**src/rtl/if_stage_if.sv**
```systemverilog
// Handshake bundle for the instruction-fetch stage: redirect input, instruction-memory
// request/response port and the decode-side instruction slot.
interface if_stage_if #(
  parameter int XLEN = 32
) ();
  logic            redirect_valid;
  logic [XLEN-1:0] redirect_pc;
  logic            imem_req_valid;
  logic [XLEN-1:0] imem_req_addr;
  logic            imem_req_ready;
  logic            imem_rsp_valid;
  logic [31:0]     imem_rsp_data;
  logic            id_valid;
  logic            id_ready;
  logic [XLEN-1:0] id_pc;
  logic [31:0]     id_instr;
  logic [6:0]      Op;
  logic [2:0]      Funct3;
  logic [6:0]      Funct7;

  modport master (
    input  redirect_valid, redirect_pc, imem_req_ready, imem_rsp_valid, imem_rsp_data, id_ready,
    output imem_req_valid, imem_req_addr, id_valid, id_pc, id_instr, Op, Funct3, Funct7
  );

  modport slave (
    output redirect_valid, redirect_pc, imem_req_ready, imem_rsp_valid, imem_rsp_data, id_ready,
    input  imem_req_valid, imem_req_addr, id_valid, id_pc, id_instr, Op, Funct3, Funct7
  );
endinterface

```
**src/rtl/if_stage.sv**
```systemverilog
// Instruction-fetch stage: owns the PC, issues one fetch at a time over a valid/ready
// memory port and presents the fetched instruction (or a NOP bubble) to decode.
module if_stage #(
  parameter int              XLEN     = 32,
  parameter logic [XLEN-1:0] RESET_PC = '0,
  parameter logic [31:0]     NOP      = 32'h0000_0013
) (
  input logic        clk,
  input logic        rstn,
  if_stage_if.master bus
);

  typedef enum logic [1:0] {IDLE, REQ, WAIT, HOLD} state_t;

  state_t          state;
  logic [XLEN-1:0] pc_p0;
  logic            req_vld_p0;
  logic [XLEN-1:0] req_addr_p0;
  logic            kill;
  logic [31:0]     hold_instr_p1;
  logic [XLEN-1:0] hold_pc_p1;
  logic            vld_p2;
  logic [XLEN-1:0] pc_p2;
  logic [31:0]     instr_p2;
  logic [XLEN-1:0] redir_pc;
  logic            slot_free;

  function automatic logic [XLEN-1:0] word_align(input logic [XLEN-1:0] a);
    return a & ~XLEN'(3);
  endfunction

  function automatic logic [XLEN-1:0] next_word(input logic [XLEN-1:0] a);
    return a + XLEN'(4);
  endfunction

  assign redir_pc  = word_align(bus.redirect_pc);
  assign slot_free = ~vld_p2 | bus.id_ready;

  always_ff @(posedge clk) begin
    if (!rstn) begin
      state         <= IDLE;
      pc_p0         <= RESET_PC;
      req_vld_p0    <= 1'b0;
      req_addr_p0   <= RESET_PC;
      kill          <= 1'b0;
      hold_instr_p1 <= NOP;
      hold_pc_p1    <= '0;
      vld_p2        <= 1'b0;
      pc_p2         <= '0;
      instr_p2      <= NOP;
    end else begin
      if (bus.id_ready) begin
        vld_p2   <= 1'b0;
        instr_p2 <= NOP;
      end

      // p0: request issue; a fresh entry into REQ latches the settled pc one cycle later
      case (state)
        IDLE: begin
          state       <= REQ;
          req_vld_p0  <= 1'b1;
          req_addr_p0 <= pc_p0;
        end
        REQ: begin
          if (!req_vld_p0) begin
            req_vld_p0  <= 1'b1;
            req_addr_p0 <= pc_p0;
          end else if (bus.imem_req_ready) begin
            req_vld_p0 <= 1'b0;
            state      <= WAIT;
          end
        end
        // p1: response capture into the decode slot or the hold buffer
        WAIT: begin
          if (bus.imem_rsp_valid) begin
            state <= REQ;
            if (kill) begin
              kill <= 1'b0;
            end else if (slot_free) begin
              vld_p2   <= 1'b1;
              pc_p2    <= pc_p0;
              instr_p2 <= bus.imem_rsp_data;
              pc_p0    <= next_word(pc_p0);
            end else begin
              hold_instr_p1 <= bus.imem_rsp_data;
              hold_pc_p1    <= pc_p0;
              pc_p0         <= next_word(pc_p0);
              state         <= HOLD;
            end
          end
        end
        HOLD: begin
          if (bus.id_ready) begin
            vld_p2   <= 1'b1;
            pc_p2    <= hold_pc_p1;
            instr_p2 <= hold_instr_p1;
            state    <= REQ;
          end
        end
        default: state <= IDLE;
      endcase

      // A redirect overrides everything above; a request already on the bus is left
      // untouched and its response is marked for discard.
      if (bus.redirect_valid) begin
        pc_p0    <= redir_pc;
        vld_p2   <= 1'b0;
        instr_p2 <= NOP;
        case (state)
          IDLE: req_addr_p0 <= redir_pc;
          REQ: begin
            if (!req_vld_p0) req_addr_p0 <= redir_pc;
            else             kill        <= 1'b1;
          end
          WAIT: begin
            if (bus.imem_rsp_valid) begin
              kill  <= 1'b0;
              state <= REQ;
            end else begin
              kill <= 1'b1;
            end
          end
          HOLD: state <= REQ;
          default: state <= IDLE;
        endcase
      end
    end
  end

  // p2: decode-facing outputs
  assign bus.imem_req_valid = req_vld_p0;
  assign bus.imem_req_addr  = req_addr_p0;
  assign bus.id_valid       = vld_p2;
  assign bus.id_pc          = pc_p2;
  assign bus.id_instr       = instr_p2;
  assign bus.Op             = instr_p2[6:0];
  assign bus.Funct3         = instr_p2[14:12];
  assign bus.Funct7         = instr_p2[31:25];

endmodule
```
**src/flat_wrapper.sv**
```systemverilog
// flat-port wrapper written by rule: the top's interface ports become plain ports
module if_stage_flat 
#(
  parameter int              XLEN     = 32,
  parameter logic [XLEN-1:0] RESET_PC = '0,
  parameter logic [31:0]     NOP      = 32'h0000_0013
)
  (clk, rstn, bus_redirect_valid, bus_redirect_pc, bus_imem_req_ready, bus_imem_rsp_valid, bus_imem_rsp_data, bus_id_ready, bus_imem_req_valid, bus_imem_req_addr, bus_id_valid, bus_id_pc, bus_id_instr, bus_Op, bus_Funct3, bus_Funct7);
  if_stage_if #(.XLEN(XLEN)) bus_i ();
  input logic clk;
  input logic rstn;
  input wire logic [$bits(bus_i.redirect_valid)-1:0] bus_redirect_valid;
  input wire logic [$bits(bus_i.redirect_pc)-1:0] bus_redirect_pc;
  input wire logic [$bits(bus_i.imem_req_ready)-1:0] bus_imem_req_ready;
  input wire logic [$bits(bus_i.imem_rsp_valid)-1:0] bus_imem_rsp_valid;
  input wire logic [$bits(bus_i.imem_rsp_data)-1:0] bus_imem_rsp_data;
  input wire logic [$bits(bus_i.id_ready)-1:0] bus_id_ready;
  output wire logic [$bits(bus_i.imem_req_valid)-1:0] bus_imem_req_valid;
  output wire logic [$bits(bus_i.imem_req_addr)-1:0] bus_imem_req_addr;
  output wire logic [$bits(bus_i.id_valid)-1:0] bus_id_valid;
  output wire logic [$bits(bus_i.id_pc)-1:0] bus_id_pc;
  output wire logic [$bits(bus_i.id_instr)-1:0] bus_id_instr;
  output wire logic [$bits(bus_i.Op)-1:0] bus_Op;
  output wire logic [$bits(bus_i.Funct3)-1:0] bus_Funct3;
  output wire logic [$bits(bus_i.Funct7)-1:0] bus_Funct7;
  assign bus_i.redirect_valid = bus_redirect_valid;
  assign bus_i.redirect_pc = bus_redirect_pc;
  assign bus_i.imem_req_ready = bus_imem_req_ready;
  assign bus_i.imem_rsp_valid = bus_imem_rsp_valid;
  assign bus_i.imem_rsp_data = bus_imem_rsp_data;
  assign bus_i.id_ready = bus_id_ready;
  assign bus_imem_req_valid = bus_i.imem_req_valid;
  assign bus_imem_req_addr = bus_i.imem_req_addr;
  assign bus_id_valid = bus_i.id_valid;
  assign bus_id_pc = bus_i.id_pc;
  assign bus_id_instr = bus_i.id_instr;
  assign bus_Op = bus_i.Op;
  assign bus_Funct3 = bus_i.Funct3;
  assign bus_Funct7 = bus_i.Funct7;
  if_stage #(.XLEN(XLEN), .RESET_PC(RESET_PC), .NOP(NOP)) u_core (.clk(clk), .rstn(rstn), .bus(bus_i));
endmodule
```
**config.mk**
```make
export PLATFORM = sky130hd
export DESIGN_NAME = if_stage_flat
export DESIGN_NICKNAME = d
export VERILOG_FILES = /design/src/rtl/if_stage_if.sv /design/src/rtl/if_stage.sv /design/src/flat_wrapper.sv
export SDC_FILE = /design/constraint.sdc
export NUM_CORES = 1
export LEC_CHECK = 0
export ABC_AREA = 1
export CORE_MARGIN = 2
export CORE_UTILIZATION = 35
export CTS_CLUSTER_DIAMETER = 120
export DETAILED_ROUTE_END_ITERATION = 10
export HOLD_SLACK_MARGIN = 0.03
export PLACE_DENSITY_LB_ADDON = 0.08
export SLEW_MARGIN = 20
export SYNTH_ARGS = -nofsm -noshare
export SYNTH_HDL_FRONTEND = slang
export SYNTH_SLANG_ARGS = --single-unit
```
**constraint.sdc**
```tcl
create_clock -name clk -period 2.9 [get_ports clk]
set_input_delay 0.435 -clock clk [delete_from_list [all_inputs] [get_ports clk]]
set_output_delay 0.435 -clock clk [all_outputs]
set_load 0.02 [all_outputs]
```
After elaboration in Yosys (flattened, before gate mapping)
Cells that the tools add are included.
{"block": "word_totals", "word_cells": 80, "register_bits": 197, "inputBits": 70}
{"block": "classes", "reduce_logical": 10, "eq_ne": 8, "mux": 45, "n_bitwise": 5, "n_addsub": 1}
{"operator": "$mux 32", "count": 16}
{"operator": "$pmux 32 s2", "count": 4}
{"operator": "$add 32x3->32 const B", "count": 1}
{"operator": "$mux 2", "count": 8}
{"operator": "$mux 1", "count": 12}
{"operator": "$ne 2x2->1 const B", "count": 4}
{"operator": "$pmux 2 s4", "count": 1}
{"operator": "$reduce_bool 2->1", "count": 4}
{"operator": "$pmux 1 s2", "count": 3}
{"operator": "$reduce_and 3->1", "count": 2}
{"operator": "$reduce_and 5->1", "count": 1}
{"operator": "$eq 2x2->1 const B", "count": 2}
{"operator": "$not 1->1", "count": 4}
{"operator": "$pmux 2 s2", "count": 1}
{"operator": "$reduce_and 4->1", "count": 1}
{"operator": "$eq 2x1->1 const B", "count": 1}
{"operator": "$logic_not 2->1", "count": 1}
{"operator": "$ne 2x1->1 const B", "count": 1}
{"operator": "$reduce_or 2->1", "count": 1}
{"operator": "$or 1x1->1", "count": 1}

Logic depth before layout (Yosys ltp)
Gate-level depths: netlist of the first run.
{"block": "logic_depth", "depth_word": 9, "mapped_depth": 12}

Worst setup path after synthesis of the first run
OpenSTA, ideal clock, no wires.
{"block": "synth_timing", "path_type": "flip-flop to flip-flop", "startpoint": "register u_core.state[0]", "endpoint": "register u_core.instr_p2[22], in the netlist u_core.bus.id_instr[22]", "setup_time_ps": 70, "n_path_buf": 3, "period_less_slack_ps": 1618, "arrival_time_ps": 1548, "path_slack_ps": 1282, "stages_incl_launch_ff": 11, "cell_sequence": "dfxtp_1 > inv_1 > ha_1 > buf_2 > nand2_4 > a21oi_4 > nand2_1 > buf_2 > buf_6 > nand3_1 > a21oi_1"}
{"block": "synth_via", "elab_chain_cells": 2, "word_cells_on_any_way": 3}
{"element": "start, declared", "line": "if_stage.sv:15", "source": "state_t state;"}
{"element": "start signal, assigned", "line": "if_stage.sv:41", "source": "state <= IDLE;"}
{"element": "start signal, assigned", "line": "if_stage.sv:60", "source": "state <= REQ;"}
{"element": "start signal, assigned", "line": "if_stage.sv:70", "source": "state <= WAIT;"}
{"element": "$eq 2x2->1", "line": "if_stage.sv:58", "source": "case (state)"}
{"element": "$pmux 32 s2 *", "line": "if_stage.sv:58"}
{"element": "end signal, assigned", "line": "if_stage.sv:82", "source": "instr_p2 <= bus.imem_rsp_data;"}
{"element": "end signal, assigned", "line": "if_stage.sv:96", "source": "instr_p2 <= hold_instr_p1;"}
{"element": "end, declared", "line": "if_stage.sv:24", "source": "logic [31:0] instr_p2;"}
Mark *: on every way between the ends. The rest lies on a longest branch, timed or not.
A chain may end at the register's enable or synchronous reset.

Final worst setup path of the first run
{"block": "layout_timing", "startpoint": "register u_core.state[1]", "endpoint": "register u_core.req_addr_p0[25], in the netlist u_core.bus.imem_req_addr[25]"}
{"block": "layout_via", "elab_chain_cells": 5, "word_cells_on_any_way": 6}
{"element": "$eq 2x1->1 / $logic_not 2->1 (equally long branches)", "line": "if_stage.sv:58, if_stage.sv:109"}
{"element": "$pmux 32 s2", "line": "if_stage.sv:58"}
{"element": "$mux 32", "line": "if_stage.sv:112", "source": "if (!req_vld_p0) req_addr_p0 <= redir_pc;"}
{"element": "$pmux 32 s2", "line": "if_stage.sv:109", "source": "case (state)"}
{"element": "$mux 32 *", "line": "if_stage.sv:105", "source": "if (bus.redirect_valid) begin"}
{"element": "end signal, assigned", "line": "if_stage.sv:62", "source": "req_addr_p0 <= pc_p0;"}
{"element": "end signal, assigned", "line": "if_stage.sv:110", "source": "IDLE: req_addr_p0 <= redir_pc;"}
{"element": "end signal, assigned", "line": "if_stage.sv:112"}
{"element": "end, declared", "line": "if_stage.sv:18", "source": "logic [XLEN-1:0] req_addr_p0;"}
Marked as above.

==> out/qor.csv, run 1 <==
metric,value,unit
wl,27750,um
clkLatencyLatePin,440,ps
ys_warn_count,0,
dr_total_vias,8472,
area_growth,28.36,%
worstPathRequired,3270,ps
drt-met1-wl,13310,um
period_needed,2184,ps
route.met2.wl,12910,um
crit_start,u_core.state[1]$_SDFF_PN0_,
vdd_ir_drop_max,362.7,uV
via_per_inst,5.022,
endpoint,u_core.bus.imem_req_addr[25]$_SDFF_PN0_,
grt_max_degree,106,
wl_per_cell,16.45,um
timing.setup.critical_path_class,reg2reg,
syn_avg_cell_area,7.063,um2
skew,16.52,ps
worstSetupStartpointType,register,
hpwl,18270,um
whs,435.9,ps
worst-path-max-fanout,21,
cts_buffers,17,
cts_sinks,191,
tightest_slew,1012,ps
antenna_found_initial,0,
gp_congestion,0.8284,
cts.repair.resized,0,
met3_length,1196,um
synth_top_cell_by_area,dfxtp_1,
syn-cell-area,0.008695,mm2
num_antenna_cells,0,
r2r-start,u_core.state[1]$_SDFF_PN0_,
setup_violations,0,
post-route-drc-count,0,
synth.top_cell.area_share,43.98,%
drive_above_1_share,6.016,%
num-nets-final,1428,
ant_nets,0,
root_buffer,clkbuf_16,
cts_tree,done,
outcome,"finished, final reports clean",
grt_use_total,21.37,%
post-cts-setup-buffers,0,
io_buffers,180,
synth_edf_count,0,
ios,185,
slew-limit-headroom,32.51,%
min_path_type,in2reg,
clk_path_buf_depth,2,
ys_seq_area_share,43.98,%
clkTransAtPathRegs,80,ps
r2r_end,u_core.bus.imem_req_addr[25]$_SDFF_PN0_,
fin_crit_sh,75.31,%
fin_tns_setup,0,ps
die_h,161.6,um
holdBufCountCts,0,
highest_layer,met4,
die_w,161.6,um
grt_pass1_wl,44280,um
first_global_vias,8001,
finalHoldViolCount,0,
gr-total-overflow,0,
htree_levels,4,
synth.distinct_cells,38,
synth-seq-cells,191,
dieArea,0.02612,mm2
synth_commonest_cells,"nand2_1 (317), dfxtp_1 (191), a21oi_1 (147)",
rsz0062_at_grt,false,
synthTopCellsByArea,"dfxtp_1 (44%), nand2_1 (14%), a21oi_1 (8.5%), o21ai_0 (6.7%), nand3_1 (4.3%)",
drt_iter0_markers,597,
reg2reg_slack,720,ps
arrival,2550,ps
maxCapViolations,0,
reg2reg_depth,11,
drt_first_pass_iters,5,
fmax,457.9,MHz
p_per_area,504.2,mW/mm2
final_core_util,45.89,%
synth_flop_cell,dfxtp_1,
leakage,0.004115,uW
synth.most_common_cell,nand2_1,
core,0.02432,mm2
fillers,2523,
initial_core_util,35.75,%
slew_viol_final,0,
crit_path_end_kind,register,
rows,57,
async_reset_ff_share,0,%
syn_inst,1231,
-- where the power goes --
group | total [uW] | internal (uW) | leakage (uW) | switching (uW)
registers | 2750 | 2680 | 0.00155 | 70.8
clock network | 2290 | 1150 | 0.000268 | 1130
logic | 587 | 244 | 0.00230 | 343
total | 5630 | 4080 | 0.00412 | 1550
-- critical path, stage by stage, from the launching register on --
cell     delay, ps
dfxtp_1        420
inv_1          110
ha_1           230
inv_2          100
nand2_1         70
nand2_1         80
inv_1           70
nand2_1        400
buf_12         240
a22o_1         190
nand2_1         80
a21oi_1        130
-- how the worst min path moves through the flow --
stage,slack (ps),endpoint,cells past startpoint,startpoint
detailed placement,430,u_core.bus.imem_req_addr[0]$_SDFF_PN0_,2,u_core.bus.imem_req_addr[0]$_SDFF_PN0_
global placement,420,u_core.bus.imem_req_addr[0]$_SDFF_PN0_,2,u_core.bus.imem_req_addr[0]$_SDFF_PN0_
finish,440,u_core.kill$_SDFF_PN0_,3,bus_redirect_valid
CTS,410,u_core.kill$_SDFF_PN0_,3,bus_redirect_valid
floorplan,430,u_core.hold_instr_p1[0]$_SDFFE_PN1P_,2,u_core.hold_instr_p1[0]$_SDFFE_PN1P_
global route,430,u_core.kill$_SDFF_PN0_,3,bus_redirect_valid
-- cell type report --
| cell class | count | area [um2] | area share [%] |
|---|---|---|---|
| clock buffer | 18 | 439.2 | 3.935 |
| tap | 324 | 405.4 | 3.632 |
| timing repair buffer | 203 | 2014 | 18.05 |
| inverter | 78 | 295.3 | 2.646 |
| multi-input combinational | 860 | 4060 | 36.38 |
| sequential | 191 | 3824 | 34.26 |
| clock inverter | 13 | 122.6 | 1.099 |
-- logic make-up (layout without fill, tap and decap cells) --
kind of cell,Yosys count,after routing,synth area share [%]
DFF,191,191,43.98
buffers and inverters,181,312,9.440
AOI/OAI and AO/OA,333,333,20.54
xor gates and xnor gates,4,4,0.4029
other,1,2,0.04313
adders and majority gates,7,7,1.007
and+or+nand+nor,514,514,24.59
-- sequential cells by signal (all words and copies together) (netlist names) --
register	flops
u_core.state	2
u_core.hold_pc_p1	30
u_core.pc_p0	30
u_core.kill	1
u_core.bus.imem_req_valid	1
u_core.bus.id_valid	1
u_core.bus.id_instr	32
u_core.bus.imem_req_addr	32
u_core.bus.id_pc	30
u_core.hold_instr_p1	32
-- per-stage QoR --
stage	setup slack, ps	std cells	cell area [um2]	total power (uW)
after floorplan	1282	1232	8698	3108
after global placement	550.8	1656	10600	3401
after detailed placement	499.1	1656	10600	3400
after CTS	714.8	1687	11160	5686
after global routing	524.9	1687	11160	5851
final	715.9	1687	11160	5627
-- cell usage in the layout (no fill, tap or decap), drive strengths merged, types with 5 or more instances in the layout --
cell type        n
nand2          320
nor2           107
clkbuf          18
a31oi           47
o21ai          121
buf             25
dfxtp          191
clkdlybuf4s50  178
a21oi          148
nand3           78
inv             84
ha               7
a22o             5
-- metal layers --
layer  GRT usage (%)  up-vias
met2           35.63      230
met3           3.416       20
met1           29.12     3929
met4           4.948        0
met5               0        -
li1                -     4293
No activity file was read; power rests on OpenSTA's default activity.
==> inputs of run 2 (changes only) <==
==> constraint.sdc (replaced) <==
create_clock -name clk -period 1.8 [get_ports clk]
set_input_delay 0.27 -clock clk [delete_from_list [all_inputs] [get_ports clk]]
set_output_delay 0.27 -clock clk [all_outputs]
set_load 0.02 [all_outputs]
==> out/qor.csv, run 2 (synthesized netlist as in run 1, its figures left out) <==
metric,value,unit
outcome,"finished, final reports clean",
fin_crit_sh,94.88,%
p_sw_share,27.11,%
die_h,161.6,um
grt_pass1_wl,44650,um
hpwl,19020,um
clkPwrFrac,40.8,%
drt_iter0_markers,663,
path_buf_inv,1,
fin_ws,92.11,ps
ios,185,
pwr-share-comb,11.5,%
wl,27970,um
grt_max_degree,106,
gp_congestion,0.8382,
drt_first_pass_iters,5,
tightest_slew,658.3,ps
dieArea,0.02612,mm2
power,9264,uW
finalHoldViolCount,0,
root_buffer,clkbuf_16,
via_per_inst,4.990,
timing.setup.critical_path_class,reg2out,
ant_nets,0,
worstPathCellList,clkdlybuf4s50_1,
seq_area,0.003831,mm2
vdd_ir_drop_max,543.5,uV
crit_path_end_kind,primary output,
worstPathRequired,1530,ps
slew-limit-headroom,56.11,%
dr_total_vias,8652,
leakage,0.004415,uW
maxCapViolations,0,
clkTransAtPathRegs,70,ps
final_common_cell,nand2_1,
cpPeakStageDelay,620,ps
post-route-drc-count,0,
multi_input_area,0.004095,mm2
holdBufCountCts,0,
grt_use_total,21.36,%
cts_sinks,191,
cts_tree,done,
fillers,2456,
htree_levels,4,
rsz0062_at_grt,false,
p_switching,2512,uW
worstSetupStartpointType,register,
num_antenna_cells,0,
place_ws,-118.0,ps
worst-path-max-fanout,2,
design_area,0.01170,mm2
setup_violations,0,
seqPwrFrac,47.7,%
p_per_area,791.6,mW/mm2
post_dp_cell_area,0.01106,mm2
antenna_found_initial,0,
final_cell_mix,"nand2_1 (315), dfxtp_1 (185), clkdlybuf4s50_1 (176)",
min_path_type,in2reg,
wl_per_cell,16.13,um
slew_viol_final,0,
skew,8.733,ps
clkLatencyLatePin,440,ps
die_w,161.6,um
io_buffers,180,
drive_above_1_share,10.28,%
cpMaxStageDelayCell,clkdlybuf4s50_1,
cts_buffers,17,
core,0.02432,mm2
num-nets-final,1475,
fmax,585.5,MHz
p_int,6752,uW
period_needed,1708,ps
clk_path_buf_depth,2,
gr-total-overflow,0,
rows,57,
arrival,1440,ps
initial_core_util,35.75,%
first_global_vias,8345,
area_growth,34.61,%
path_delay_family,buffers and inverters,
## run 2: cell types whose count changed in the layout (fill, tap and decap cells not counted), sizes merged
| cell | change |
|---|---|
| buf | +46 |
| clkdlybuf4s50 | -2 |
| dlygate4sd2 | +2 |
| bufinv | +1 |
| clkinv | +1 |
| clkinvlp | -1 |
## run 2: path summary, 6_finish.rpt
check,startpoint,to,slack [ps],cells past startpoint
worst max-delay path,u_core.bus.id_pc[7]$_SDFFE_PN0P_,bus_id_pc[7],90,1
worst min-delay path,bus_redirect_valid,u_core.pc_p0[7]$_SDFFE_PN0P_,270,3
worst max register to register,u_core.state[0]$_SDFF_PN0_,u_core.pc_p0[15]$_SDFFE_PN0P_,150,8
worst min register to register,u_core.bus.imem_req_addr[0]$_SDFF_PN0_,u_core.bus.imem_req_addr[0]$_SDFF_PN0_,440,2
## run 2: final cells by class
cell class              instances  area share, %
multi-input cells             860          34.99
flip-flops and latches        191          32.73
repair buffers                250          21.35
clock buffers                  17          3.635
well taps                     324          3.464
inverters                      78          2.555
clock inverters                14          1.272
## run 2: power by group through the flow
| stage | clock [uW] | combinational, uW | sequential (uW) |
|---|---|---|---|
| CTS | 3880 | 1050 | 4410 |
| finish | 3780 | 1070 | 4420 |
| global route | 4050 | 1170 | 4430 |
| floorplan | 0 | 446 | 4560 |
| global placement | 0 | 1050 | 4510 |
| detailed placement | 0 | 1050 | 4510 |
## run 2: stage by stage
step	hold slack (ps)	setup TNS [ps]	std cells	util [%]
floorplan	396.1	0	1232	-
global placement	420.6	-6772	1702	45.46
detailed placement	432.0	-8469	1702	45.46
CTS	236.9	0	1733	47.82
global route	280.7	0	1734	48.12
finish	267.9	0	1734	48.12
## run 2: repair_timing
| action | CTS | global route |
|---|---|---|
| hold endpoints to repair | 0 | 0 |
| pin swaps | 0 | 1 |
| gates cloned | 0 | 1 |
| buffers inserted | 0 | 0 |
| endpoints found under the setup margin | 2 | 39 |
| resized for setup | 2 | 20 |
## run 2: metal layers
metal  part of all wire [%]  track usage [%]  vias up
met4                    1.4            5.913        0
met2                     46            36.13      266
met1                     47            28.39     3977
li1                       -                -     4383
met3                    5.6            3.261       26
met5                      0                0        -
